--- src/rtl/mux_channel_scanner_pkg.sv ---
// Shared definitions for the 6-to-1 mux channel scanner.
//   state_t   : scanner FSM states
//   NUM_CH    : number of mux channels
//   SEL_W     : mux select width
//   PARK_SEL_DEF : default idle select (6 or 7 so the mux outputs 0)
//   next_en() : next enabled channel strictly above a given index
//   first_en(): lowest enabled channel
package mux_channel_scanner_pkg;

  localparam int unsigned NUM_CH = 6;
  localparam int unsigned SEL_W  = 3;
  localparam logic [SEL_W-1:0] PARK_SEL_DEF = 3'b110;

  typedef enum logic [1:0] {
    IDLE,
    SCAN,
    HOLD
  } state_t;

  typedef struct packed {
    logic             found;
    logic [SEL_W-1:0] idx;
  } chan_pick_t;

  function automatic chan_pick_t next_en(input logic [NUM_CH-1:0] mask,
                                         input logic [SEL_W-1:0]  cur);
    chan_pick_t r;
    r = '0;
    for (int unsigned i = 0; i < NUM_CH; i++) begin
      if (!r.found && mask[i] && (i > 32'(cur))) begin
        r.found = 1'b1;
        r.idx   = SEL_W'(i);
      end
    end
    return r;
  endfunction

  function automatic chan_pick_t first_en(input logic [NUM_CH-1:0] mask);
    chan_pick_t r;
    r = '0;
    for (int unsigned i = 0; i < NUM_CH; i++) begin
      if (!r.found && mask[i]) begin
        r.found = 1'b1;
        r.idx   = SEL_W'(i);
      end
    end
    return r;
  endfunction

endpackage

--- src/rtl/mux_channel_scanner_if.sv ---
// Signal bundle between the scanner, the mux it drives and the snapshot sink.
//   start/cont/chan_en : scan control
//   sel/mux_out        : mux select out, mux data back
//   snap/snap_valid/snap_ready : snapshot handshake
//   busy               : scan or hold in progress
// modport master: the scanner side; modport slave: the environment side.
interface mux_channel_scanner_if;
  import mux_channel_scanner_pkg::*;

  logic              start;
  logic              cont;
  logic [NUM_CH-1:0] chan_en;
  logic [SEL_W-1:0]  sel;
  logic              mux_out;
  logic [NUM_CH-1:0] snap;
  logic              snap_valid;
  logic              snap_ready;
  logic              busy;

  modport master (
    input  start, cont, chan_en, mux_out, snap_ready,
    output sel, snap, snap_valid, busy
  );

  modport slave (
    output start, cont, chan_en, mux_out, snap_ready,
    input  sel, snap, snap_valid, busy
  );

endinterface

--- src/rtl/mux_next_chan.sv ---
// Priority picker: next enabled channel strictly above cur.
//   mask  : channel enable mask
//   cur   : current channel index
//   found : a higher enabled channel exists
//   nxt   : its index (0 when not found)
module mux_next_chan
  import mux_channel_scanner_pkg::*;
(
  input  logic [NUM_CH-1:0] mask,
  input  logic [SEL_W-1:0]  cur,
  output logic              found,
  output logic [SEL_W-1:0]  nxt
);

  chan_pick_t pick;

  always_comb begin
    pick  = next_en(mask, cur);
    found = pick.found;
    nxt   = pick.idx;
  end

endmodule

--- src/rtl/mux_channel_scanner.sv ---
// Sequencer ahead of a 6-to-1 bit mux: steps sel through the enabled
// channels, holds each for DWELL cycles, samples mux_out at the end of the
// last dwell cycle and presents the packed 6-bit snapshot on a valid/ready
// handshake. Single-shot or continuous.
//   clk, rst : clock, synchronous active-high reset
//   bus      : mux_channel_scanner_if.master (control, mux, snapshot)
// Parameters: DWELL (1..15) cycles per channel, PARK_SEL (6 or 7) idle select.
module mux_channel_scanner
  import mux_channel_scanner_pkg::*;
#(
  parameter int unsigned      DWELL    = 2,
  parameter logic [SEL_W-1:0] PARK_SEL = PARK_SEL_DEF
) (
  input  logic                  clk,
  input  logic                  rst,
  mux_channel_scanner_if.master bus
);

  localparam logic [3:0] DWELL_RELOAD = 4'(DWELL - 1);

  state_t            state;
  logic [NUM_CH-1:0] en_q;
  logic [NUM_CH-1:0] snap_q;
  logic [SEL_W-1:0]  sel_q;
  logic [3:0]        cnt;
  logic              valid_q;
  logic              busy_q;

  logic              nxt_found;
  logic [SEL_W-1:0]  nxt_idx;
  chan_pick_t        launch_pick;
  logic              handshake;
  logic              do_launch;

  mux_next_chan u_next (
    .mask  (en_q),
    .cur   (sel_q),
    .found (nxt_found),
    .nxt   (nxt_idx)
  );

  // Start from IDLE and a continuous re-arm at handshake share one launch
  // path so both have identical timing.
  always_comb begin
    launch_pick = first_en(bus.chan_en);
    handshake   = (state == HOLD) && valid_q && bus.snap_ready;
    do_launch   = ((state == IDLE) && bus.start) || (handshake && bus.cont);
  end

  always_ff @(posedge clk) begin
    if (rst) begin
      state   <= IDLE;
      en_q    <= '0;
      snap_q  <= '0;
      sel_q   <= PARK_SEL;
      cnt     <= '0;
      valid_q <= 1'b0;
      busy_q  <= 1'b0;
    end else if (do_launch) begin
      en_q   <= bus.chan_en;
      snap_q <= '0;
      cnt    <= DWELL_RELOAD;
      busy_q <= 1'b1;
      if (launch_pick.found) begin
        state   <= SCAN;
        sel_q   <= launch_pick.idx;
        valid_q <= 1'b0;
      end else begin
        // empty mask: an all-zero snapshot is ready immediately
        state   <= HOLD;
        sel_q   <= PARK_SEL;
        valid_q <= 1'b1;
      end
    end else begin
      case (state)
        IDLE: begin
          sel_q <= PARK_SEL;
        end
        SCAN: begin
          if (cnt == '0) begin
            snap_q[sel_q] <= bus.mux_out;
            if (nxt_found) begin
              sel_q <= nxt_idx;
              cnt   <= DWELL_RELOAD;
            end else begin
              state   <= HOLD;
              sel_q   <= PARK_SEL;
              valid_q <= 1'b1;
            end
          end else begin
            cnt <= cnt - 4'd1;
          end
        end
        HOLD: begin
          if (handshake) begin
            state   <= IDLE;
            valid_q <= 1'b0;
            busy_q  <= 1'b0;
          end
        end
        default: begin
          state   <= IDLE;
          sel_q   <= PARK_SEL;
          valid_q <= 1'b0;
          busy_q  <= 1'b0;
        end
      endcase
    end
  end

  assign bus.sel        = sel_q;
  assign bus.snap       = snap_q;
  assign bus.snap_valid = valid_q;
  assign bus.busy       = busy_q;

endmodule

--- src/flat_wrapper.sv ---
// flat-port wrapper written by rule: the top's interface ports become plain ports
module mux_channel_scanner_flat import mux_channel_scanner_pkg::*;
#(
  parameter int unsigned      DWELL    = 2,
  parameter logic [SEL_W-1:0] PARK_SEL = PARK_SEL_DEF
)
  (clk, rst, bus_start, bus_cont, bus_chan_en, bus_mux_out, bus_snap_ready, bus_sel, bus_snap, bus_snap_valid, bus_busy);
  mux_channel_scanner_if bus_i ();
  input  logic clk;
  input  logic rst;
  input wire logic [$bits(bus_i.start)-1:0] bus_start;
  input wire logic [$bits(bus_i.cont)-1:0] bus_cont;
  input wire logic [$bits(bus_i.chan_en)-1:0] bus_chan_en;
  input wire logic [$bits(bus_i.mux_out)-1:0] bus_mux_out;
  input wire logic [$bits(bus_i.snap_ready)-1:0] bus_snap_ready;
  output wire logic [$bits(bus_i.sel)-1:0] bus_sel;
  output wire logic [$bits(bus_i.snap)-1:0] bus_snap;
  output wire logic [$bits(bus_i.snap_valid)-1:0] bus_snap_valid;
  output wire logic [$bits(bus_i.busy)-1:0] bus_busy;
  assign bus_i.start = bus_start;
  assign bus_i.cont = bus_cont;
  assign bus_i.chan_en = bus_chan_en;
  assign bus_i.mux_out = bus_mux_out;
  assign bus_i.snap_ready = bus_snap_ready;
  assign bus_sel = bus_i.sel;
  assign bus_snap = bus_i.snap;
  assign bus_snap_valid = bus_i.snap_valid;
  assign bus_busy = bus_i.busy;
  mux_channel_scanner #(.DWELL(DWELL), .PARK_SEL(PARK_SEL)) u_core (.clk(clk), .rst(rst), .bus(bus_i));
endmodule
--- config.mk ---
export PLATFORM = sky130hd
export DESIGN_NAME = mux_channel_scanner_flat
export DESIGN_NICKNAME = d
export VERILOG_FILES = /design/src/rtl/mux_channel_scanner_pkg.sv /design/src/rtl/mux_channel_scanner_if.sv /design/src/rtl/mux_next_chan.sv /design/src/rtl/mux_channel_scanner.sv /design/src/flat_wrapper.sv
export SDC_FILE = /design/constraint.sdc
export NUM_CORES = 1
export LEC_CHECK = 0
export ABC_CLOCK_PERIOD_IN_PS = 2750
export BUFFER_PORTS_ARGS = -buffer_cell sky130_fd_sc_hd__buf_2
export CAP_MARGIN = 20
export CORE_MARGIN = 2
export CORE_UTILIZATION = 60
export CTS_BUF_LIST = sky130_fd_sc_hd__clkbuf_4
export DETAILED_ROUTE_END_ITERATION = 6
export HOLD_SLACK_MARGIN = 0.06
export PLACE_DENSITY_LB_ADDON = 0.25
export SLEW_MARGIN = 20
export SYNTH_ARGS = -nofsm -noshare
export SYNTH_HDL_FRONTEND = slang
export SYNTH_SLANG_ARGS = --single-unit
--- constraint.sdc ---
create_clock -name clk -period 2.75 [get_ports clk]
set_input_delay 0.825 -clock clk [delete_from_list [all_inputs] [get_ports clk]]
set_output_delay 0.825 -clock clk [all_outputs]
set_load 0.01 [all_outputs]
==> out/results.txt <==
Layout Utilization - 0.732
Pre-CTS setup slack - 0.718 ns
Cell count after synthesis - 126
Largest driver fanout on the critical path - 13
Portion of total power attributed to combinational logic - 0.180
Layout cells sized above 1 - 0.281
Worst-case clock buffer depth - 2
Number of buffers created by CTS - 3
Count of maximum capacitance violations - 0
Share of power burned in the clock network - 0.245
Total congestion overflow - 0
Fraction of power consumed by sequential logic - 0.575
Syn nets - 138
TritonCTS clock tree - done
Effective utilization at floorplan - 0.647
Remaining max-slew budget at the tightest pin - 0.636
Clock root cell - sky130_fd_sc_hd__clkbuf_4
Flop and latch count out of synthesis - 21
EDFF count, synth - 0
Tcrit/Tclk final - 0.712
Maximum clock frequency - 510 MHz
Summed instance area of the synthesized netlist - 1130 um^2
Measured slew at the worst slew-check pin - 0.545 ns
Design internal power - 419 uW
Count of port buffers added during placement - 22
Rows - 15
Leading cell type in the layout, fill and taps excluded - sky130_fd_sc_hd__buf_2
Synthesis warning total - 0
Net switching share of the total power - 0.295
Kind of end point of the critical path - primary output
Register clock-pin slew on the reported worst setup and hold paths - 0.12 ns
Share of synthesized registers carrying an async set or reset - 0
Antenna Nets Post-Route - 0
Number of ports placed on the die boundary - 23
Synth Flop Type - sky130_fd_sc_hd__dfxtp_1
Critical Path Source Type - register
Part of the Yosys area used for sequential elements - 0.373
Seq. cell area - 420 um^2
# hold bufs at CTS - 0
Final Hold Fails - 0
Number of vias in the routed layout - 985
Power density over the cells - 465 nW/um^2
H-tree depth - 1
Area growth syn-to-layout - 13.2%
Maximum cell stage delay along the critical path - 0.62 ns
Vias in the first global route - 811
Post-cts repair resize count - 0
Placer congestion estimate - 0.772
Result of the run - finished clean
Leakage power summed over all cells - 0.000501 uW
Total power consumption of the routed design - 594 uW
CP Cell Sequence - buf_2
Setup repair after global routing missed its margin - false
Die boundary height - 47.4 um
Number of distinct library cells after synthesis - 41
Die span in x - 47.4 um
Number of DRC violations after detailed-routing iteration 0 - 5
Ratio of routed vias to standard cells - 5.76
# nets final - 159
Final Skew - 0.00348 ns
Buffers inserted during post-CTS setup optimization - 0
Clock latency on the worst-skew pair - 0.30 ns
DRC violations left - 0
Synth Area per Inst - 8.96 um^2
Clk sink count - 21
Setup total negative slack - 0 ns
Highest-count cells in the layout ignoring fill and taps - sky130_fd_sc_hd__buf_2, sky130_fd_sc_hd__dfxtp_1, sky130_fd_sc_hd__nor2_1, sky130_fd_sc_hd__a21oi_1, sky130_fd_sc_hd__mux2i_1
HPWL reported at the end of detailed placement - 1660 um
Placement Cell Area - 1250 um^2
Number of max-slew violations in the final report - 0
All-Layer GR Usage - 0.229
Post-layout worst setup margin - 0.791 ns
Global-route wire length before repair - 3600 um
Number of antenna violations at the first check in global routing - 0
Floorplan die area - 2240 um^2
Final design area excluding fillers - 1280 um^2
Worst setup path category - reg -> out
Total Wirelength - 2260 um
Arrival time worst endpoint - 1.13 ns
Routed length per placed instance - 13.2 um
Number of antenna diodes - 0
First-pass iteration count of the detailed router - 4
Worst path bufs/invs - 1
Data required time of the worst path - 1.93 ns
Count of final setup violators - 0
Peak supply drop - 0.375 mV
Critical path's top delay family - flip-flops
Pin count of the biggest net entering global routing - 24
Worst hold path type - reg -> reg
Switching pwr - 175 uW
Number of fillers in the final layout - 146
Area of the multi-input gates - 666 um^2
Clock period minus worst slack - 1.96 ns
Worst-path cell with the longest stage delay - sky130_fd_sc_hd__dfxtp_1
Core area - 1750 um^2
==> sequential cells by signal, summed over array words and instances, names as in the netlist <==
name	flops
u_core.bus.snap_valid	1
u_core.en_q	5
u_core.state	1
u_core.bus.snap	6
u_core.cnt	4
u_core.bus.busy	1
u_core.bus.sel	3
==> metrics by stage <==
stage,hold WS (ns),instances
6_report,0.516,171
5_1_grt,0.539,171
4_1_cts,0.518,171
3_5_place_dp,0.501,167
3_3_place_gp,0.468,167
2_1_floorplan,0.460,126
==> worst register-to-register path, stage by stage (launching register included) <==
cell and delay (ns):
sky130_fd_sc_hd__dfxtp_1 0.62, sky130_fd_sc_hd__nand2b_1 0.22, sky130_fd_sc_hd__a21o_1 0.16, sky130_fd_sc_hd__a31o_2 0.19
sky130_fd_sc_hd__a31oi_1 0.14, sky130_fd_sc_hd__o31a_2 0.32
==> final cells by class <==
cell class,instances,area share
Multi-Input combinational cell,94,0.521
Timing Repair Buffer,23,0.0921
Sequential cell,21,0.329
Clock inverter,1,0.00392
Inverter,4,0.0118
Tap cell,25,0.0245
Clock buffer,3,0.0176
==> logic make-up (layout without fill, tap and decap cells) <==
group | Yosys count | after routing | share of synthesized area
flip-flops | 21 | 21 | 0.373
AND/OR/NAND/NOR | 45 | 45 | 0.278
AO/OA/AOI/OAI | 39 | 39 | 0.220
multiplexers | 10 | 10 | 0.0887
buffers and inverters | 11 | 31 | 0.0410
==> cells in the mapped netlist (4+ instances only) <==
master                     instances  area (um^2)
sky130_fd_sc_hd__a21oi_1          14         70.1
sky130_fd_sc_hd__mux2i_1          10          100
sky130_fd_sc_hd__inv_1             4         15.0
sky130_fd_sc_hd__buf_2             4         20.0
sky130_fd_sc_hd__dfxtp_1          21          420
sky130_fd_sc_hd__nor3_2            4         40.0
sky130_fd_sc_hd__nor2_1           13         48.8
sky130_fd_sc_hd__o21ai_0           5         25.0
sky130_fd_sc_hd__a211oi_1          4         30.0
sky130_fd_sc_hd__nand2_1           4         15.0
==> path summary, 6_finish.rpt <==
check,from,to,slack [ns],cells past startpoint
min,u_core.cnt[3],u_core.cnt[2],0.52,2
max reg2reg,u_core.bus.sel[1],u_core.cnt[0],1.00,5
max,u_core.bus.sel[0],bus_sel[0],0.79,1
min reg2reg,u_core.cnt[3],u_core.cnt[2],0.52,2
==> per-layer routing <==
layer / global-route usage / wire length [um] / vias up
li1: - / - / 505
met1: 0.314 / 1100 / 460
met2: 0.354 / 1050 / 16
met3: 0.0346 / 78 / 4
met4: 0.100 / 34 / 0
met5: 0 / 0 / -
==> power groups by stage <==
stage	Clock (uW)	Combinational [uW]	Sequential [uW]
after global routing	161	120	345
after detailed placement	0	106	349
after CTS	152	107	342
final	145	107	342
after floorplan	0	81.9	339
after global placement	0	104	347
No activity file was read; power rests on OpenSTA's default activity.
